[config.mk]
export PLATFORM = sky130hd
export DESIGN_NAME = i2c_scl_timing_gen
export DESIGN_NICKNAME = d
export VERILOG_FILES = /design/src/rtl/i2c_scl_timing_gen.sv
export SDC_FILE = /design/constraint.sdc
export NUM_CORES = 1
export LEC_CHECK = 0
export BUFFER_PORTS_ARGS = -buffer_cell sky130_fd_sc_hd__buf_2
export CAP_MARGIN = 10
export CELL_PAD_IN_SITES_DETAIL_PLACEMENT = 2
export CELL_PAD_IN_SITES_GLOBAL_PLACEMENT = 2
export CORE_MARGIN = 2
export CORE_UTILIZATION = 34
export DETAILED_ROUTE_END_ITERATION = 16
export PLACE_DENSITY_LB_ADDON = 0.1
export SLEW_MARGIN = 20
export SYNTH_ARGS = -nofsm -noshare
export SYNTH_HDL_FRONTEND = slang
export SYNTH_SLANG_ARGS = --single-unit
[constraint.sdc]
create_clock -name wb_clk_i -period 4.05 [get_ports wb_clk_i]
set_input_delay 0.2025 -clock wb_clk_i [delete_from_list [all_inputs] [get_ports wb_clk_i]]
set_output_delay 0.2025 -clock wb_clk_i [all_outputs]
set_load 0.02 [all_outputs]
[src/rtl/i2c_scl_timing_gen.sv]
// i2c_scl_timing_gen: programmable SCL bit-timing engine with stretching, clock sync and bit timeout
module i2c_scl_timing_gen #(
  parameter int PERIOD_W    = 16,
  parameter int NBITS_W     = 8,
  parameter int TIMEOUT_W   = 28,
  parameter int MIN_QUARTER = 2
) (
  input  logic                 wb_clk_i,
  input  logic                 wb_rst_ni,
  input  logic                 start_i,
  input  logic [PERIOD_W-1:0]  period_i,
  input  logic [NBITS_W-1:0]   nbits_i,
  input  logic [TIMEOUT_W-1:0] timeout_i,
  input  logic                 stop_req_i,
  input  logic                 scl_i,
  output logic                 scl_oe_o,
  output logic [3:0]           q_tick_o,
  output logic                 bit_done_o,
  output logic                 busy_o,
  output logic                 stretch_o,
  output logic [TIMEOUT_W-1:0] stretch_cnt_o,
  output logic [7:0]           sync_cnt_o,
  output logic                 timeout_o
);
  typedef enum logic [2:0] {IDLE, LOW_A, LOW_B, RISE, HIGH_A, HIGH_B} state_e;
  localparam logic [PERIOD_W-1:0] QMIN = PERIOD_W'(MIN_QUARTER);
  state_e               state_q, state_d;
  logic [PERIOD_W-1:0]  q_len_q, q_len_d, cnt_q, cnt_d, q_new;
  logic [NBITS_W-1:0]   bits_q, bits_d;
  logic [TIMEOUT_W-1:0] st_q, st_d, st_len_q, st_len_d, st_nx;
  logic [7:0]           sync_q, sync_d, sync_inc;
  logic                 stop_q, stop_d, to_q, to_d, last;
  always_comb begin
    q_new    = (period_i >> 2) < QMIN ? QMIN : period_i >> 2;
    last     = cnt_q == q_len_q - 1'b1;
    st_nx    = (scl_i || &st_q) ? st_q : st_q + 1'b1;
    sync_inc = sync_q + (&sync_q ? 8'd0 : 8'd1);
    state_d  = state_q;
    q_len_d  = q_len_q;
    bits_d   = bits_q;
    st_d     = st_q;
    st_len_d = st_len_q;
    sync_d   = sync_q;
    to_d     = to_q;
    stop_d   = stop_q | (stop_req_i & (state_q != IDLE));
    case (state_q)
      IDLE: if (start_i && nbits_i != '0) begin
        state_d = LOW_A;
        q_len_d = q_new;
        bits_d  = nbits_i;
        to_d    = 1'b0;
      end
      LOW_A: state_d = last ? LOW_B : LOW_A;
      LOW_B: begin
        state_d = last ? RISE : LOW_B;
        st_d    = last ? '0 : st_q;
      end
      RISE: begin
        st_d = st_nx;
        if (timeout_i != '0 && st_nx == timeout_i) begin
          to_d    = 1'b1;
          state_d = IDLE;
        end else if (scl_i) begin
          st_len_d = st_q;
          state_d  = HIGH_A;
        end
      end
      HIGH_A: if (!scl_i) begin
        state_d = LOW_A;
        sync_d  = sync_inc;
      end else if (last) state_d = HIGH_B;
      HIGH_B: if (!scl_i) begin
        state_d = LOW_A;
        sync_d  = sync_inc;
      end else if (last) begin
        bits_d  = bits_q - 1'b1;
        state_d = (bits_q == NBITS_W'(1) || stop_q || stop_req_i) ? IDLE : LOW_A;
      end
      default: state_d = IDLE;
    endcase
    stop_d = state_d == IDLE ? 1'b0 : stop_d;
    cnt_d  = state_d != state_q ? '0 : cnt_q + 1'b1;
  end
  always_ff @(posedge wb_clk_i) begin
    if (!wb_rst_ni) begin
      state_q  <= IDLE;
      q_len_q  <= '0;
      cnt_q    <= '0;
      bits_q   <= '0;
      st_q     <= '0;
      st_len_q <= '0;
      sync_q   <= '0;
      stop_q   <= 1'b0;
      to_q     <= 1'b0;
    end else begin
      state_q  <= state_d;
      q_len_q  <= q_len_d;
      cnt_q    <= cnt_d;
      bits_q   <= bits_d;
      st_q     <= st_d;
      st_len_q <= st_len_d;
      sync_q   <= sync_d;
      stop_q   <= stop_d;
      to_q     <= to_d;
    end
  end
  assign scl_oe_o      = state_q == LOW_A || state_q == LOW_B;
  assign q_tick_o      = cnt_q == '0 ? {state_q == HIGH_B, state_q == HIGH_A, state_q == LOW_B, state_q == LOW_A} : 4'b0;
  assign bit_done_o    = state_q == HIGH_B && last && scl_i;
  assign busy_o        = state_q != IDLE;
  assign stretch_o     = state_q == RISE && !scl_i;
  assign stretch_cnt_o = st_len_q;
  assign sync_cnt_o    = sync_q;
  assign timeout_o     = to_q;
endmodule

Word-level counts from Yosys, hierarchy flattened:

Index checks and enable logic that the tools add are counted.

* muxes and demuxes: 24
* bitwise gates (word level): 5
* order comparisons: 1
* reductions and logical operators: 30
* shifts and indexed selects: 0
* $add $sub $neg: 5
* div/mod/pow operators: 0
* $mul: 0
* eq/ne operators: 14

Operators with widths (number)
* $mux W28: 2
* $pmux W28 S2: 1
* $add A28 B1 Y28 const B: 1
* $eq A28 B28 Y1: 1
* $reduce_and A28 Y1: 1
* $reduce_bool A28 Y1: 1
* $mux W8: 3
* $mux W3: 7
* $pmux W3 S6: 1
* $add A16 B1 Y16 const B: 1
* $eq A16 B16 Y1: 1
* $logic_not A16 Y1: 1
* $pmux W8 S2: 1
* $sub A16 B1 Y16 const B: 1
* $lt A14 B2 Y1 const B: 1
* $mux W14: 1
* $ne A2 B2 Y1 const B: 5
* $add A8 B1 Y8: 1
* $eq A8 B1 Y1 const B: 1
* $reduce_and A8 Y1: 1
* $reduce_bool A8 Y1: 1
* $sub A8 B1 Y8 const B: 1
* $eq A3 B2 Y1 const B: 2
* $eq A3 B3 Y1 const B: 2
* 19 further kinds: 40

* latch bits: 0
* register bits after elaboration: 109
* memories kept: 0
* bits in read-only memories: 0
* logic and storage cells: 88
* memory bits (writable): 0

Logic depth before layout (Yosys ltp):

Gate-level depths: netlist of the first run.

* word-level depth: 9
* depth in mapped cells: 15

Worst setup path before layout of the first run:

OpenSTA, ideal clock, no wires.

* path kind: reg2reg
* from: reg q_len_q[0]
* to: reg cnt_q[0]
* path buffers: 4
* slack: 830 ps
* data arrival time: 3098 ps
* data required time: 3928 ps
* stages on the path, launching flop included: 16
* cell sequence: dfxtp_1 clkbuf_1 inv_1 ha_1 buf_4 or4b_2 o21ai_0 o311ai_0 a22oi_1 and4_1 buf_4 a21oi_1 or3_1 a21oi_4 buf_4 nor3_1

* cells in the longest elaborated chain, start to end: 7
* elaborated cells on any way between the ends: 11

RTL lines
* start, declared: RTL line 28 `logic [PERIOD_W-1:0] q_len_q, q_len_d, cnt_q, cnt_d, q_new;`
* start signal, assigned: RTL line 97 `q_len_q <= q_len_d;`
* $sub A16 B1 Y16 (*): RTL line 35 `last = cnt_q == q_len_q - 1'b1;`
* $eq A16 B16 Y1 (*): RTL line 35
* $mux W3 (on tied branches): RTL line 75, 71
* $mux W3 (on tied branches): RTL line 72, 68
* $pmux W3 S6 (*): RTL line 46 `case (state_q)`
* $ne A3 B3 Y1 (*): RTL line 82 `cnt_d = state_d != state_q ? '0 : cnt_q + 1'b1;`
* $reduce_or A2 Y1 (no line) (*)
* end signal, assigned: RTL line 98 `cnt_q <= cnt_d;`
* end, declared: RTL line 28

Every way passes the cells marked *; elsewhere a longest branch is shown, timed or not.
A chain may end at the register's enable or synchronous reset.

Worst setup path after layout of the first run:

* from: reg st_q[3]
* to: reg cnt_q[5]

* cells in the longest elaborated chain, start to end: 9
* elaborated cells on any way between the ends: 10

RTL lines
* start, declared: RTL line 30 `logic [TIMEOUT_W-1:0] st_q, st_d, st_len_q, st_len_d, st_nx;`
* start signal, assigned: RTL line 100 `st_q <= st_d;`
* branches (longest 2 deep; another with $add A28 B1 Y28)
* $mux W28 (*): RTL line 36 `st_nx = (scl_i || &st_q) ? st_q : st_q + 1'b1;`
* $eq A28 B28 Y1 (*): RTL line 60 `if (timeout_i != '0 && st_nx == timeout_i) begin`
* $logic_and A1 B1 Y1 (*): RTL line 60
* $mux W3 (*): RTL line 60
* $pmux W3 S6 (*): RTL line 46
* $ne A3 B3 Y1 (*): RTL line 82
* $reduce_or A2 Y1 (no line) (*)

Every way passes the cells marked *.

==> summary.json, run 1 <==
{
  "die_h_um": 148,
  "yosysMostFrequentCell": "nand2_1",
  "preCtsSetupSlack_ns": 0.110,
  "antenna_cells": 0,
  "num_rows": 52,
  "synth-edff-count": 0,
  "synth.yosys.seq_area_share": 0.302,
  "finalCriticalPeriod_ns": 3.75,
  "worstHoldPathCells": 3,
  "mappedNetlistArea_mm2": 0.00709,
  "peak_clock_frequency_supported_by_timing_mhz": 267,
  "setup_slack_ns": 0.302,
  "synth_top_cell_by_area": "dfxtp_1",
  "crit_arrival_ns": 3.96,
  "compound_gate_portion_of_the_synthesized_area": 0.191,
  "start_util": 0.348,
  "vias_in_the_first_global_route": 7978,
  "grt_pass1_wl_um": 43200,
  "path_class": "reg -> reg",
  "ys_async_sr_fraction": 0,
  "tritoncts": "done",
  "place.detailed.hpwl_um": 20800,
  "grtUsageTotal": 0.247,
  "post_cts_hold_buffer_count": 0,
  "synth_xor_xnor_area_share": 0.0901,
  "avgViaCountPerCell": 5.76,
  "combinational_family_with_the_most_area_after_synthesis": "simple AND/OR/NAND/NOR gates",
  "total_negative_slack_ns": 0,
  "dpl.cell_count": 1255,
  "htree_levels": 3,
  "post-route-util": 0.410,
  "synth.area.top_cells": "dfxtp_1, nand2_1, xnor2_1",
  "synth_ff_type": "dfxtp_1",
  "regToRegEndpoint": "cnt_q[5]",
  "startpoint_type": "flip-flop",
  "sinks_on_clock_net": 107,
  "fin_nets": 1062,
  "post_synth_fa_ha_maj_area_fraction": 0.0157,
  "yosysWarnings": 0,
  "maxSlewHeadroom": 0.395,
  "die-area_mm2": 0.0220,
  "report.final.slew_viol_count": 0,
  "clk_pin_slew_ns": 0.08,
  "yosys_register_bits": 107,
  "ir_worst_vdd_mv": 0.170,
  "worstRegToRegCells": 11,
  "cts_root_buf": "clkbuf_16",
  "detail_route.wl_per_cell_um": 21.5,
  "core_area_mm2": 0.0204,
  "io_pins": 102,
  "worst_clock_skew_ns": 0.0150,
  "finalWeightedCongestion": 0.926,
  "port_buffers": 99,
  "power-per-cell-area_mw_per_mm2": 291,
  "holdCritPathClass": "in -> reg",
  "worstSkewPairLatency_ns": 0.37,
  "crit_path_max_fanout": 16,
  "endpoint_kind": "flip-flop",
  "synthCells": 905,
  "hold_viol": 0,
  "netlist.area_leader.share": 0.302,
  "timing.hold.worst_endpoint": "q_len_q[8]",
  "required_time_of_the_worst_setup_path_ns": 4.26,
  "rr_startpoint": "st_q[3]",
  "synth.lib_cells_used.distinct": 77,
  "synth_common_cells": "nand2_1, dfxtp_1, nor2_1",
  "detailroute.via_count": 7333,
  "cts-buffers-inserted": 9,
  "final_cell_count_no_fill": 1272,
  "drc": 0,
  "placed_area_mm2": 0.00799,
  "grt_overflow": 0,
  "syn-mean-instance-area_um2": 7.84,
  "synth_simple_gate_area_share": 0.297,
  "firstDrtPassIters": 4,
  "clock_tree.buffer_depth": 2,
  "timing.final.crit_share": 0.925,
  "yosys-mux-area-fraction": 0.0482,
  "grt_max_degree": 70,
  "finalHoldWorstSlack_ns": 0.0992,
  "antenna_violating_nets_post_route": 0,
  "share_of_layout_cells_above_drive_strength_1": 0.204,
  "synth_fp_nets": 970,
  "initial_antenna_violation_count": 0,
  "timing.reg2reg.setup_slack_ns": 0.30,
  "power_mw": 2.43,
  "worst_pin_slew_ns": 0.904,
  "hp-start": "period_i[10]",
  "design_area_mm2": 0.00836,
  "grt_setup_unrepaired": "false",
  "cellLeakagePower_nw": 3.01,
  "final-setup-viol-count": 0,
  "drt-initial-drc-count": 337,
  "outcome": "finished clean",
  "post_synthesis_to_final_layout_area_growth_pct": 17.8,
  "detail_route.wirelength_um": 27400,
  "chipWidth_um": 148,
  "max_cap_violations": 0
}
==> repair_timing <==
action                     CTS  global route
setup endpoints to repair    0            19
resized for setup            0             3
buffers inserted             0             0
==> power by group <==
part / internal, mW / switching [mW]
Clock: 0.556 / 0.469
Sequential: 1.07 / 0.0286
Combinational: 0.125 / 0.183
Total: 1.75 / 0.681
==> routing by layer <==
metal,global-route usage,wire length (µm),up-vias,part of all wire
met5,0,0,-,0
met4,0.102,863,0,0.032
met3,0.0347,957,47,0.035
met2,0.445,13900,153,0.51
met1,0.293,11600,3667,0.42
li1,-,-,3466,-
==> cell usage in the layout, fill, tap and decap left out, drive strengths merged, types with 12 or more instances in the layout <==
| cell | count |
|---|---|
| xor2 | 25 |
| nor4 | 29 |
| buf | 150 |
| nand3 | 35 |
| o21ai | 50 |
| nor2b | 17 |
| xnor2 | 48 |
| and3 | 15 |
| a21boi | 18 |
| nand4 | 24 |
| a31oi | 22 |
| a21oi | 30 |
| nand2 | 131 |
| dfxtp | 107 |
| inv | 22 |
| and2 | 12 |
| or3 | 12 |
| nor3 | 46 |
| nor2 | 51 |
| mux2i | 33 |
==> final cells by class <==
class	count	area (µm²)
Inverter	18	67.6
Clock inverter	7	106
Fill cell	2373	12000
Multi-Input combinational cell	711	4570
Timing Repair Buffer	150	906
Sequential cell	107	2140
Tap cell	270	338
Clock buffer	9	225
==> kinds of logic (layout without fill, tap and decap cells) <==
kind of cell	count (synthesis)	count (layout)
buffers and inverters	87	184
adders and majority gates	9	9
muxes	34	34
and+or+nand+nor	406	406
AOI/OAI and AO/OA	189	189
DFF	107	107
xor gates and xnor gates	73	73
==> flip-flops by register name (all words and copies together), names as in the netlist <==
| name | count |
|---|---|
| stop_q | 1 |
| bits_q | 8 |
| stretch_cnt_o | 28 |
| cnt_q | 16 |
| sync_cnt_o | 8 |
| st_q | 28 |
| state_q | 3 |
| q_len_q | 14 |
| timeout_o | 1 |
==> critical path: stages, from the launching register on <==
cell,delay [ns]
dfxtp_1,0.53
nand4_1,0.27
nor4_2,0.52
nand3_1,0.32
maj3_2,0.39
o22a_1,0.22
a211oi_1,0.44
nand4_1,0.28
buf_4,0.24
a21oi_4,0.16
buf_12,0.16
nor3_1,0.07
==> how the worst max path moves through the flow <==
stage | to | slack (ns) | from
2_1_floorplan | cnt_q[0] | 0.83 | q_len_q[0]
3_3_place_gp | stretch_cnt_o[5] | 0.31 | st_q[16]
3_5_place_dp | stretch_cnt_o[21] | 0.11 | st_q[0]
4_1_cts | stretch_cnt_o[21] | 0.07 | st_q[0]
5_1_grt | cnt_q[5] | 0.03 | st_q[2]
6_report | cnt_q[5] | 0.30 | st_q[3]
(Power assumes the default switching activity.)
==> run 2: changes to the inputs <==
--- a/config.mk
+++ b/config.mk
@@ -13,6 +13,7 @@
 export CORE_UTILIZATION = 34
 export DETAILED_ROUTE_END_ITERATION = 16
 export PLACE_DENSITY_LB_ADDON = 0.1
+export REMOVE_ABC_BUFFERS = 1
 export SLEW_MARGIN = 20
 export SYNTH_ARGS = -nofsm -noshare
 export SYNTH_HDL_FRONTEND = slang
==> run 2 against run 1 <==
  * First-iteration DRC count increased by 19%
  * Critical endpoint is now cnt_q[1]
  * Total power decreased by 0.39%
  * Combinational power decreased by 3%
  * Non-clock buffer count decreased by 7
  * Sequential share of layout area increased by 0.25 points
  * Count of clock-buffer cells in the layout increased by 1
==> summary.json, run 2 (synthesis gave the netlist of run 1 again) <==
{
  "outcome": {"value": "finished clean", "change": "unchanged"},
  "holdCritPathClass": {"value": "in -> reg", "change": "unchanged"},
  "drc": {"value": 0, "change": "unchanged"},
  "cts_setup_buffers": {"value": 0, "change": "unchanged"},
  "power.combinational.fraction": {"value": 0.123, "change": "was 0.126"},
  "endpoint_kind": {"value": "flip-flop", "change": "unchanged"},
  "pwr-share-clk": {"value": 0.423, "change": "was 0.422"},
  "path_class": {"value": "reg -> reg", "change": "unchanged"},
  "filler_cell_count": {"value": 2379, "change": "was 2373"},
  "die-area": {"value": 0.0220, "unit": "mm²", "change": "unchanged"},
  "antenna_cells": {"value": 0, "change": "unchanged"},
  "start_util": {"value": 0.348, "change": "unchanged"},
  "detailroute.via_count": {"value": 7185, "change": "was 7333"},
  "required_time_of_the_worst_setup_path": {"value": 4.27, "unit": "ns", "change": "was 4.26 ns"},
  "vias_in_the_first_global_route": {"value": 7777, "change": "was 7978"},
  "switchingPower": {"value": 661, "unit": "µW", "change": "was 681 µW"},
  "power": {"value": 2.42, "unit": "mW", "change": "was 2.43 mW"},
  "initial_antenna_violation_count": {"value": 0, "change": "unchanged"},
  "power-per-cell-area": {"value": 293, "unit": "mW/mm²", "change": "was 291 mW/mm²"},
  "antenna_violating_nets_post_route": {"value": 0, "change": "unchanged"},
  "internal-power": {"value": 1.76, "unit": "mW", "change": "was 1.75 mW"},
  "finalCriticalPeriod": {"value": 3.72, "unit": "ns", "change": "was 3.75 ns"},
  "io_pins": {"value": 102, "change": "unchanged"},
  "ir_worst_vdd": {"value": 0.157, "unit": "mV", "change": "was 0.170 mV"},
  "max_cap_violations": {"value": 0, "change": "unchanged"},
  "hold_viol": {"value": 0, "change": "unchanged"},
  "timing.reg2reg.setup_slack": {"value": 0.33, "unit": "ns", "change": "was 0.30 ns"},
  "chipWidth": {"value": 148, "unit": "µm", "change": "unchanged"},
  "post_cts.resized_instances": {"value": 0, "change": "unchanged"},
  "peak_clock_frequency_supported_by_timing": {"value": 269, "unit": "MHz", "change": "was 267 MHz"},
  "sinks_on_clock_net": {"value": 107, "change": "unchanged"},
  "grtUsageTotal": {"value": 0.237, "change": "was 0.247"},
  "firstDrtPassIters": {"value": 4, "change": "unchanged"},
  "crit_arrival": {"value": 3.94, "unit": "ns", "change": "was 3.96 ns"},
  "startpoint_type": {"value": "flip-flop", "change": "unchanged"},
  "final-setup-viol-count": {"value": 0, "change": "unchanged"},
  "power.share.sequential": {"value": 0.455, "change": "was 0.452"},
  "final_cell_count_no_fill": {"value": 1265, "change": "was 1272"},
  "detail_route.wl_per_cell": {"value": 20.4, "unit": "µm", "change": "was 21.5 µm"},
  "preCtsSetupSlack": {"value": 0.326, "unit": "ns", "change": "was 0.110 ns"},
  "die_h": {"value": 148, "unit": "µm", "change": "unchanged"},
  "maxSlewHeadroom": {"value": 0.404, "change": "was 0.395"},
  "avgViaCountPerCell": {"value": 5.68, "change": "was 5.76"},
  "cts-buffers-inserted": {"value": 9, "change": "unchanged"},
  "detail_route.wirelength": {"value": 25800, "unit": "µm", "change": "was 27400 µm"},
  "post_cts_hold_buffer_count": {"value": 0, "change": "unchanged"},
  "grt_setup_unrepaired": {"value": "false", "change": "unchanged"},
  "total_negative_slack": {"value": 0, "unit": "ns", "change": "unchanged"},
  "report.final.slew_viol_count": {"value": 0, "change": "unchanged"},
  "tritoncts": {"value": "done", "change": "unchanged"},
  "dpl.cell_count": {"value": 1249, "change": "was 1255"},
  "post-route-util": {"value": 0.406, "change": "was 0.410"},
  "layout_common_cells": {"value": "nand2_1, dfxtp_1, buf_2", "change": "unchanged"},
  "place.detailed.hpwl": {"value": 19600, "unit": "µm", "change": "was 20800 µm"},
  "finalWeightedCongestion": {"value": 0.955, "change": "was 0.926"},
  "clock_tree.buffer_depth": {"value": 2, "change": "unchanged"},
  "crit_path_max_fanout": {"value": 16, "change": "unchanged"},
  "setup_slack": {"value": 0.332, "unit": "ns", "change": "was 0.302 ns"},
  "clk_pin_slew": {"value": 0.08, "unit": "ns", "change": "about the same"},
  "worstSkewPairLatency": {"value": 0.37, "unit": "ns", "change": "about the same"},
  "cts_root_buf": {"value": "clkbuf_16", "change": "unchanged"},
  "grt_overflow": {"value": 0, "change": "unchanged"},
  "num_rows": {"value": 52, "change": "unchanged"},
  "port_buffers": {"value": 99, "change": "unchanged"},
  "switching_part_of_the_total_power": {"value": 0.273, "change": "was 0.280"},
  "htree_levels": {"value": 3, "change": "unchanged"},
  "grt_pass1_wl": {"value": 41700, "unit": "µm", "change": "was 43200 µm"},
  "core_area": {"value": 0.0204, "unit": "mm²", "change": "unchanged"},
  "drt-initial-drc-count": {"value": 402, "change": "was 337"},
  "final_common_cell": {"value": "nand2_1", "change": "unchanged"},
  "worst_pin_slew": {"value": 0.891, "unit": "ns", "change": "was 0.904 ns"},
  "timing.final.crit_share": {"value": 0.918, "change": "was 0.925"},
  "share_of_layout_cells_above_drive_strength_1": {"value": 0.196, "change": "was 0.204"},
  "worst_clock_skew": {"value": 0.0106, "unit": "ns", "change": "was 0.0150 ns"},
  "cellLeakagePower": {"value": 2.95, "unit": "nW", "change": "was 3.01 nW"},
  "grt_max_degree": {"value": 78, "change": "was 70"},
  "fin_nets": {"value": 1055, "change": "was 1062"},
  "post_synthesis_to_final_layout_area_growth": {"value": 16.7, "unit": "%", "change": "was 17.8%"}
}
==> run 2: layout make-up <==
| type | count | area (µm²) | area share |
|---|---|---|---|
| flip-flops and latches | 107 | 2140 | 0.259 |
| clock buffers | 10 | 239 | 0.0289 |
| clock inverters | 6 | 95.1 | 0.0115 |
| inverters | 18 | 67.6 | 0.00816 |
| well taps | 270 | 338 | 0.0408 |
| repair buffers | 143 | 841 | 0.102 |
| multi-input cells | 711 | 4560 | 0.550 |
==> run 2: worst max-delay path: stages, from the launching register on <==
cell,delay [ns]
dfxtp_1,0.48
ha_1,0.29
nand3_1,0.20
or3_1,0.61
nor3_2,0.49
o211ai_1,0.24
o2111ai_1,0.12
nor4_1,0.09
buf_4,0.15
and4_4,0.20
o21ai_2,0.57
nor3b_1,0.12
==> run 2: power by group through the flow <==
stage | logic [mW] | clock network, mW | registers (mW)
global route | 0.330 | 1.10 | 1.11
floorplan | 0.176 | 0 | 1.12
global placement | 0.282 | 0 | 1.12
finish | 0.297 | 1.02 | 1.10
detailed placement | 0.297 | 0 | 1.13
CTS | 0.300 | 1.06 | 1.10
==> run 2: final timing paths <==
check | depth (start not counted) | endpoint | start
max | 11 | cnt_q[1] | st_q[0]
max reg2reg | 11 | cnt_q[1] | st_q[0]
min reg2reg | 2 | stretch_cnt_o[7] | stretch_cnt_o[7]
min | 3 | q_len_q[1] | period_i[3]
==> run 2: routing by layer <==
metal,up-vias,GRT usage,routed length [µm]
met5,-,0,0
li1,3440,-,-
met1,3551,0.288,11200
met2,149,0.426,12900
met3,45,0.0301,951
met4,0,0.0938,691
==> run 2: stage by stage <==
step | hold slack, ns | cell area, µm²
floorplan | 0.320 | 6760
global placement | 0.439 | 7940
detailed placement | 0.451 | 7940
CTS | 0.0869 | 8280
global route | 0.106 | 8280
finish | 0.0906 | 8280
==> run 3: changes to the inputs <==
--- a/config.mk
+++ b/config.mk
@@ -10,8 +10,9 @@
 export CELL_PAD_IN_SITES_DETAIL_PLACEMENT = 2
 export CELL_PAD_IN_SITES_GLOBAL_PLACEMENT = 2
 export CORE_MARGIN = 2
-export CORE_UTILIZATION = 34
+export CORE_UTILIZATION = 31
 export DETAILED_ROUTE_END_ITERATION = 16
+export HOLD_SLACK_MARGIN = 0.12
 export PLACE_DENSITY_LB_ADDON = 0.1
 export REMOVE_ABC_BUFFERS = 1
 export SLEW_MARGIN = 20
==> constraint.sdc (replaced) <==
create_clock -name wb_clk_i -period 3.35 [get_ports wb_clk_i]
set_input_delay 0.1675 -clock wb_clk_i [delete_from_list [all_inputs] [get_ports wb_clk_i]]
set_output_delay 0.1675 -clock wb_clk_i [all_outputs]
set_load 0.02 [all_outputs]
==> run 3 against run 2 <==
  * Sequential share of layout area decreased by 2.3 points
  * Total power increased by 16%
  * Utilization decreased by 0.30 points
  * Hold slack improved by 0.13 ns
  * First-iteration DRC count decreased by 7.5%
  * Global-route usage about the same
  * Count of clock-buffer cells in the layout unchanged
  * Non-clock buffer count increased by 91
  * Wire length increased by 9.1%
  * Critical endpoint is now cnt_q[14]
  * Largest power group unchanged
==> summary.json, run 3 (synthesis gave the netlist of run 1 again) <==
{
  "outcome": {"value": "finished clean", "change": "unchanged"},
  "share_of_layout_cells_above_drive_strength_1": {"value": 0.261, "change": "was 0.196"},
  "routed-wl-met3": {"value": 931, "unit": "µm", "change": "was 951 µm"},
  "preCtsSetupSlack": {"value": -0.126, "unit": "ns", "change": "was 0.326 ns"},
  "finalHoldWorstSlack": {"value": 0.218, "unit": "ns", "change": "was 0.0906 ns"},
  "clock_tree.buffer_depth": {"value": 2, "change": "unchanged"},
  "grt_max_degree": {"value": 66, "change": "was 78"},
  "endpoint_kind": {"value": "flip-flop", "change": "unchanged"},
  "report.final.slew_viol_count": {"value": 0, "change": "unchanged"},
  "clk_pin_slew": {"value": 0.08, "unit": "ns", "change": "about the same"},
  "filler_cell_count": {"value": 2618, "change": "was 2379"},
  "holdCritPathClass": {"value": "in -> reg", "change": "unchanged"},
  "cpPeakStageDelay": {"value": 0.36, "unit": "ns", "change": "was 0.61 ns"},
  "antenna_violating_nets_post_route": {"value": 0, "change": "unchanged"},
  "required_time_of_the_worst_setup_path": {"value": 3.58, "unit": "ns", "change": "was 4.27 ns"},
  "grt_setup_unrepaired": {"value": "false", "change": "unchanged"},
  "crit_arrival": {"value": 3.44, "unit": "ns", "change": "was 3.94 ns"},
  "grt_pass1_wl": {"value": 45400, "unit": "µm", "change": "was 41700 µm"},
  "io_pins": {"value": 102, "change": "unchanged"},
  "die-area": {"value": 0.0241, "unit": "mm²", "change": "was 0.0220 mm²"},
  "dpl.cell_count": {"value": 1339, "change": "was 1249"},
  "start_util": {"value": 0.314, "change": "was 0.348"},
  "firstDrtPassIters": {"value": 4, "change": "unchanged"},
  "timing.final.crit_share": {"value": 0.959, "change": "was 0.918"},
  "die_h": {"value": 155, "unit": "µm", "change": "was 148 µm"},
  "timing.critical_path.buf_inv": {"value": 4, "change": "was 1"},
  "maxSlewHeadroom": {"value": 0.559, "change": "was 0.404"},
  "core_area": {"value": 0.0226, "unit": "mm²", "change": "was 0.0204 mm²"},
  "crit_path_max_fanout": {"value": 16, "change": "unchanged"},
  "series_of_cell_instances_along_the_critical_path": {"value": "buf_4 -> nand4b_1 -> nor4_2 -> buf_4 -> o2111ai_1 -> xnor2_1 -> o2111ai_1 -> nor4_4 -> nand4_1 -> buf_4 -> a21oi_4 -> buf_12 -> nor3_1", "change": "was ha_1 -> nand3_1 -> or3_1 -> nor3_2 -> o211ai_1 -> o2111ai_1 -> nor4_1 -> buf_4 -> and4_4 -> o21ai_2 -> nor3b_1"},
  "worstSkewPairLatency": {"value": 0.36, "unit": "ns", "change": "was 0.37 ns"},
  "antenna_cells": {"value": 0, "change": "unchanged"},
  "placed_area": {"value": 0.00857, "unit": "mm²", "change": "was 0.00794 mm²"},
  "final_common_cell": {"value": "nand2_1", "change": "unchanged"},
  "layout_common_cells": {"value": "nand2_1, buf_4, dfxtp_1", "change": "was nand2_1, dfxtp_1, buf_2"},
  "place.detailed.hpwl": {"value": 21000, "unit": "µm", "change": "was 19600 µm"},
  "peak_clock_frequency_supported_by_timing": {"value": 311, "unit": "MHz", "change": "was 269 MHz"},
  "worst_pin_slew": {"value": 0.656, "unit": "ns", "change": "was 0.891 ns"},
  "path_class": {"value": "reg -> reg", "change": "unchanged"},
  "critPathMostFrequentCell": "buf_4",
  "avgViaCountPerCell": {"value": 5.52, "change": "was 5.68"},
  "top_layer": {"value": "met4", "change": "unchanged"},
  "drc": {"value": 0, "change": "unchanged"},
  "drt-initial-drc-count": {"value": 372, "change": "was 402"},
  "cellLeakagePower": {"value": 3.42, "unit": "nW", "change": "was 2.95 nW"},
  "critical_path.top_delay_family": {"value": "simple AND/OR/NAND/NOR gates", "change": "unchanged"},
  "wl_met1": {"value": 12200, "unit": "µm", "change": "was 11200 µm"},
  "sinks_on_clock_net": {"value": 107, "change": "unchanged"},
  "grt_overflow": {"value": 0, "change": "unchanged"},
  "max_cap_violations": {"value": 0, "change": "unchanged"},
  "initial_antenna_violation_count": {"value": 0, "change": "unchanged"},
  "startpoint_type": {"value": "flip-flop", "change": "unchanged"},
  "tritoncts": {"value": "done", "change": "unchanged"},
  "power-per-cell-area": {"value": 308, "unit": "mW/mm²", "change": "was 293 mW/mm²"},
  "worst_path_max_delay_cell": {"value": "nor4_4", "change": "was or3_1"},
  "met2_wirelength": {"value": 14300, "unit": "µm", "change": "was 12900 µm"},
  "worst_clock_skew": {"value": 0.0113, "unit": "ns", "change": "was 0.0106 ns"},
  "final-setup-viol-count": {"value": 0, "change": "unchanged"},
  "post_synthesis_to_final_layout_area_growth": {"value": 28.4, "unit": "%", "change": "was 16.7%"},
  "cts-buffers-inserted": {"value": 9, "change": "unchanged"},
  "fin_nets": {"value": 1146, "change": "was 1055"},
  "design_area": {"value": 0.00911, "unit": "mm²", "change": "was 0.00828 mm²"},
  "finalCriticalPeriod": {"value": 3.21, "unit": "ns", "change": "was 3.72 ns"},
  "detail_route.wl_per_cell": {"value": 20.5, "unit": "µm", "change": "was 20.4 µm"},
  "htree_levels": {"value": 3, "change": "unchanged"},
  "finalWeightedCongestion": {"value": 0.913, "change": "was 0.955"},
  "ir_worst_vdd": {"value": 0.181, "unit": "mV", "change": "was 0.157 mV"},
  "grtUsageTotal": {"value": 0.238, "change": "was 0.237"},
  "power": {"value": 2.80, "unit": "mW", "change": "was 2.42 mW"},
  "final_cell_count_no_fill": {"value": 1371, "change": "was 1265"},
  "port_buffers": {"value": 99, "change": "unchanged"},
  "chipWidth": {"value": 155, "unit": "µm", "change": "was 148 µm"},
  "vias_in_the_first_global_route": {"value": 8245, "change": "was 7777"},
  "cts_root_buf": {"value": "clkbuf_16", "change": "unchanged"},
  "detail_route.wirelength": {"value": 28100, "unit": "µm", "change": "was 25800 µm"},
  "num_rows": {"value": 55, "change": "was 52"},
  "detailroute.via_count": {"value": 7569, "change": "was 7185"},
  "hold_viol": {"value": 0, "change": "unchanged"},
  "setup_slack": {"value": 0.136, "unit": "ns", "change": "was 0.332 ns"}
}
==> run 3: worst paths after layout <==
check / from / end / slack, ns / cells after the start
setup / recovery: st_q[0] / cnt_q[14] / 0.14 / 13
hold / removal: nbits_i[2] / bits_q[2] / 0.22 / 4
setup reg to reg: st_q[0] / cnt_q[14] / 0.14 / 13
hold reg to reg: stretch_cnt_o[12] / stretch_cnt_o[12] / 0.46 / 2
==> run 3: layout make-up <==
type	count	area [µm²]	area share
inverter	18	67.6	0.00742
clock inverter	6	40.0	0.00440
clock buffer	10	239	0.0262
sequential	107	2140	0.235
tap	285	357	0.0392
timing repair buffer	234	1620	0.178
multi-input combinational	711	4640	0.509
==> run 3: through the flow <==
stage | utilization | setup TNS [ns]
global route | 0.403 | 0
finish | 0.403 | 0
detailed placement | 0.380 | -3.17
global placement | 0.378 | -4.57
floorplan | - | -16.39
CTS | 0.401 | 0
==> run 3: what timing repair did <==
item                       CTS  global route
hold endpoints to repair    15             0
buffers inserted             1             0
pin swaps                    2             4
hold buffers                15             0
setup endpoints to repair   37            59
gates resized for setup      5            14
==> run 3: tightest hold or removal path, cell delays in order <==
cell and delay, ns:
buf_2 0.09, a21oi_1 0.05, o21ai_0 0.12, and2_1 0.11
==> run 3: report_power, final <==
part	internal, mW	leakage, nW	total, mW	switching, mW
clock network	0.527	0.139	1.07	0.540
logic	0.177	2.41	0.411	0.234
registers	1.29	0.867	1.32	0.0286
==> run 3: layer usage <==
metal / up-vias / track usage
met5: - / 0
met4: 0 / 0.0730
met3: 33 / 0.0396
met2: 148 / 0.433
met1: 3775 / 0.287
li1: 3613 / -
